===== src/rtl/serial_add_ctrl.sv =====
// rtl/serial_add_ctrl.sv - bit-serial add sequencer driving one external full_adder slice (option: SERIAL_SUBTRACT_EN)
module serial_add_ctrl #(
  parameter int WIDTH = 8
) (
  input  logic             clk,
  input  logic             rst,
  input  logic             start,
  input  logic [WIDTH-1:0] a_in,
  input  logic [WIDTH-1:0] b_in,
  input  logic             cin,
`ifdef SERIAL_SUBTRACT_EN
  input  logic             sub,
`endif
  output logic             fa_a,
  output logic             fa_b,
  output logic             fa_c,
  input  logic             fa_sum,
  input  logic             fa_cout,
  output logic             busy,
  output logic             done,
  output logic [WIDTH-1:0] sum_out,
  output logic             cout
);

  localparam int CW = $clog2(WIDTH) + 1;

  typedef enum logic [1:0] {
    IDLE = 2'd0,
    RUN  = 2'd1,
    FIN  = 2'd2
  } state_t;

  state_t           state;
  state_t           state_nxt;
  logic [WIDTH-1:0] a_sr;
  logic [WIDTH-1:0] b_sr;
  logic [WIDTH-1:0] res_sr;
  logic             carry;
  logic [CW-1:0]    count;
  logic             last_bit;
  logic [WIDTH-1:0] b_load;
  logic             c_load;

  assign last_bit = (count == CW'(WIDTH - 1));

  // Subtraction is A + ~B + 1, so only the B operand and initial carry differ
`ifdef SERIAL_SUBTRACT_EN
  assign b_load = sub ? ~b_in : b_in;
  assign c_load = sub ? 1'b1  : cin;
`else
  assign b_load = b_in;
  assign c_load = cin;
`endif

  // State register
  always_ff @(posedge clk) begin
    if (rst) begin
      state <= IDLE;
    end else begin
      state <= state_nxt;
    end
  end

  // Next state and slice/status outputs; slice inputs come only from registers
  always_comb begin
    state_nxt = state;
    busy      = 1'b0;
    done      = 1'b0;
    fa_a      = 1'b0;
    fa_b      = 1'b0;
    fa_c      = 1'b0;
    case (state)
      IDLE: begin
        if (start) begin
          state_nxt = RUN;
        end
      end
      RUN: begin
        busy = 1'b1;
        fa_a = a_sr[0];
        fa_b = b_sr[0];
        fa_c = carry;
        if (last_bit) begin
          state_nxt = FIN;
        end
      end
      FIN: begin
        done      = 1'b1;
        state_nxt = IDLE;
      end
      default: begin
        state_nxt = IDLE;
      end
    endcase
  end

  // Operand/result shifting; the published result takes the final bit on the FIN entry edge
  always_ff @(posedge clk) begin
    if (rst) begin
      a_sr    <= '0;
      b_sr    <= '0;
      res_sr  <= '0;
      carry   <= 1'b0;
      count   <= '0;
      sum_out <= '0;
      cout    <= 1'b0;
    end else begin
      case (state)
        IDLE: begin
          if (start) begin
            a_sr   <= a_in;
            b_sr   <= b_load;
            carry  <= c_load;
            res_sr <= '0;
            count  <= '0;
          end
        end
        RUN: begin
          res_sr <= {fa_sum, res_sr[WIDTH-1:1]};
          carry  <= fa_cout;
          a_sr   <= {1'b0, a_sr[WIDTH-1:1]};
          b_sr   <= {1'b0, b_sr[WIDTH-1:1]};
          count  <= count + CW'(1);
          if (last_bit) begin
            sum_out <= {fa_sum, res_sr[WIDTH-1:1]};
            cout    <= fa_cout;
          end
        end
        default: begin
        end
      endcase
    end
  end

endmodule


===== config.mk =====
export PLATFORM = sky130hd
export DESIGN_NAME = serial_add_ctrl
export DESIGN_NICKNAME = d
export VERILOG_FILES = /design/src/rtl/serial_add_ctrl.sv
export SDC_FILE = /design/constraint.sdc
export NUM_CORES = 1
export LEC_CHECK = 0
export ABC_AREA = 1
export BUFFER_PORTS_ARGS = -buffer_cell sky130_fd_sc_hd__buf_2
export CAP_MARGIN = 30
export CORE_UTILIZATION = 48
export CTS_BUF_LIST = sky130_fd_sc_hd__clkbuf_16
export CTS_CLUSTER_SIZE = 8
export DETAILED_ROUTE_END_ITERATION = 12
export PLACE_DENSITY = 0.74
export SYNTH_ARGS = -nofsm -noshare
export SYNTH_HDL_FRONTEND = slang
export SYNTH_SLANG_ARGS = --single-unit

===== constraint.sdc =====
create_clock -name clk -period 1.1 [get_ports clk]
set_input_delay 0.22 -clock clk [delete_from_list [all_inputs] [get_ports clk]]
set_output_delay 0.22 -clock clk [all_outputs]
set_load 0.005 [all_outputs]

==> impl_metrics.json <==
{
  "status": "finished, violations left",
  "failed_checks": "setup timing",
  "synth_mux_area_frac": 0,
  "seq_power_share": 0.361,
  "leakagePower_uw": 0.00138,
  "final_area_sq_um": 2900,
  "h-tree-depth": 2,
  "cts_num_sinks": 39,
  "overflow": 0,
  "via_count": 2034,
  "start_util": 0.510,
  "grt_max_degree": 16,
  "dieArea_sq_um": 3840,
  "synth_top_family_by_area": "simple AND/OR/NAND/NOR gates",
  "grt_antenna_before_repair": 0,
  "met1_usage": 0.359,
  "rsz0062_at_grt": "yes",
  "syn_nets": 280,
  "finalSetupViolations": 42,
  "internal-power_uw": 3130,
  "drt_wl_total_microns": 6590,
  "yosysSeqAreaShare": 0.452,
  "vdd_drop_max_uv": 1090,
  "dr.pass1.iters": 6,
  "tightest_slew_ns": 0.312,
  "grt_pass1_vias": 1662,
  "power.density_nw_per_um2": 1450,
  "port_buffers": 35,
  "gp_congestion": 0.749,
  "drc": 0,
  "die-width_microns": 62,
  "grt_busiest_layer": "met2",
  "io_pins": 36,
  "drive_gt1_frac": 0.492,
  "cts.clk_slew.worst_paths_ns": 0.06,
  "end_kind": "flop",
  "die_h_microns": 62,
  "cts-root-buf": "clkbuf_16",
  "syn_avg_cell_area_sq_um": 6.72,
  "fin_crit_sh": 1.24,
  "tns_ns": -5.48,
  "pwr-share-comb": 0.195,
  "syn_inst": 257,
  "n_antenna_cell": 0,
  "ys_ff_latch": 39,
  "worstSkewPairLatency_ns": 0.28,
  "use_met2": 0.473,
  "final_util": 0.855,
  "wl_per_cell_microns": 17.8,
  "cts_made_buffers": 5,
  "ys_types": 18,
  "nets": 347,
  "crit_arrival_ns": 1.57,
  "synth_compound_area_frac": 0.0485,
  "cts_tree": "yes",
  "switching_share": 0.254,
  "cts_buffer_depth": 2,
  "rows": 21,
  "finalHoldViolations": 0,
  "grt_usage": 0.286,
  "area_growth_pct": 67.8,
  "slew_headroom": 0.792,
  "pwr-share-clk": 0.444,
  "yosys.area_share.simple": 0.376,
  "drv_slew": 0,
  "synthAdderAreaFrac": 0.00724,
  "worstSetupStartpointType": "flop",
  "yosysWarningCount": 0,
  "fin_crit_ns": 1.37,
  "antenna_left": 0,
  "met3_usage": 0.0683,
  "synth-xor-area-share": 0,
  "switching_power_uw": 1070,
  "grt_first_pass_wirelength_microns": 7780,
  "dp_hpwl_microns": 2680,
  "max_cap_violations": 0,
  "viasPerCell": 5.48,
  "post_dp_cell_area_sq_um": 2130,
  "syn_area_sq_um": 1730,
  "path_max_fanout": 7,
  "finClkSkew_ns": 0.00513,
  "fmax_ghz": 0.732,
  "critPathRequiredTime_ns": 1.30,
  "path_class": "reg2reg",
  "dr.first_iter.drc_count": 155,
  "min-delay-path-class": "in2reg",
  "core_sq_um": 3390,
  "setup_ws_ns": -0.267
}
==> worst max-delay path: stages, from the launching register on <==
cell,delay [ns]
dfxtp_4,0.36
buf_12,0.13
buf_6,0.11
nor2_4,0.14
buf_6,0.20
nand3_2,0.08
nand2_2,0.09
nor2_2,0.04
nor2_1,0.14
==> power groups by stage <==
stage	registers [uW]	logic, uW	clock network [uW]
detailed placement	1530	460	0
CTS	1510	681	1850
floorplan	1530	272	0
global placement	1530	456	0
global route	1520	860	1930
finish	1510	820	1870
==> state kept, by name, indices dropped and copies added, names as in the netlist <==
signal and cells:
state 2, cout 1, sum_out 8, a_sr 8, count 4, carry 1
res_sr 7, b_sr 8
==> kinds of logic (layout without fill, tap and decap cells) <==
logic type,count (synthesis),after routing
flip-flops,39,39
AO/OA/AOI/OAI,15,15
adder cells (fa/ha/maj),1,1
AND/OR/NAND/NOR,159,160
buffers and inverters,43,110
==> cell usage in the layout (no fill, tap or decap) <==
master and instances:
nand3_4 4, clkbuf_16 6, bufinv_16 2, o21ai_1 3
o21ai_2 2, dfxtp_2 2, nand2_2 19, nor2_4 9
buf_4 15, dfxtp_4 2, nand2_1 45, nand3_2 16
nand2_8 2, ha_4 1, inv_2 2, buf_2 34
nor2_1 40, buf_12 5, o21ai_0 1, nand3b_1 1
buf_8 1, nand2_4 7, nand3_1 9, dfxtp_1 35
a21oi_1 2, o22ai_2 7, inv_1 29, buf_6 15
inv_4 1, nor2_2 8
==> area by class of cell <==
class | count | area (sq um)
clock inverters | 3 | 63.8
multi-input cells | 176 | 1150
well taps | 46 | 57.6
fillers | 155 | 490
clock buffers | 5 | 125
inverters | 31 | 119
flip-flops and latches | 39 | 791
repair buffers | 71 | 592
==> routing by layer <==
layer  up-vias  share of wire  routed length (microns)
met5         -              0                        0
met4         0          0.044                      289
met3        35          0.076                      500
met2       130           0.49                     3210
met1       936           0.39                     2600
li1        933              -                        -
==> stage by stage <==
stage / setup slack, ns / hold WS [ns] / power (uW) / cells
finish: -0.267 / 0.172 / 4200 / 371
global route: -0.306 / 0.189 / 4310 / 371
floorplan: -0.0285 / 0.304 / 1800 / 257
detailed placement: -0.0934 / 0.443 / 1990 / 351
global placement: -0.0603 / 0.438 / 1990 / 351
CTS: -0.198 / 0.157 / 4040 / 370
==> cell usage after synthesis, drive strengths merged <==
cell type  count  area [sq um]
ha             1          12.5
o22ai          7          43.8
nand2         72           275
dfxtp         39           781
nor2          57           221
a21oi          2          10.0
clkbuf         2          7.51
inv           31           116
o21ai          6          30.0
nand3b         1          7.51
buf           10          77.6
nand3         29           145
==> path summary, 6_finish.rpt <==
| path | start | to | slack (ns) | depth (start not counted) |
|---|---|---|---|---|
| worst max register to register | state[1]$_SDFFE_PP0P_ | b_sr[2]$_SDFFE_PP0P_ | -0.27 | 8 |
| worst min register to register | b_sr[7]$_SDFFE_PP0P_ | b_sr[6]$_SDFFE_PP0P_ | 0.46 | 2 |
| worst min-delay path | b_in[7] | b_sr[7]$_SDFFE_PP0P_ | 0.17 | 3 |
| worst max-delay path | state[1]$_SDFFE_PP0P_ | b_sr[2]$_SDFFE_PP0P_ | -0.27 | 8 |
==> repair_timing <==
| item | 4_1_cts | 5_1_grt |
|---|---|---|
| cloned | 2 | 2 |
| resized for setup | 64 | 57 |
| setup endpoints to repair | 41 | 43 |
| hold buffers | 0 | 0 |
| pin swaps | 29 | 24 |
| buffers inserted | 9 | 1 |
Note: power is estimated with default switching activity, not from simulation.
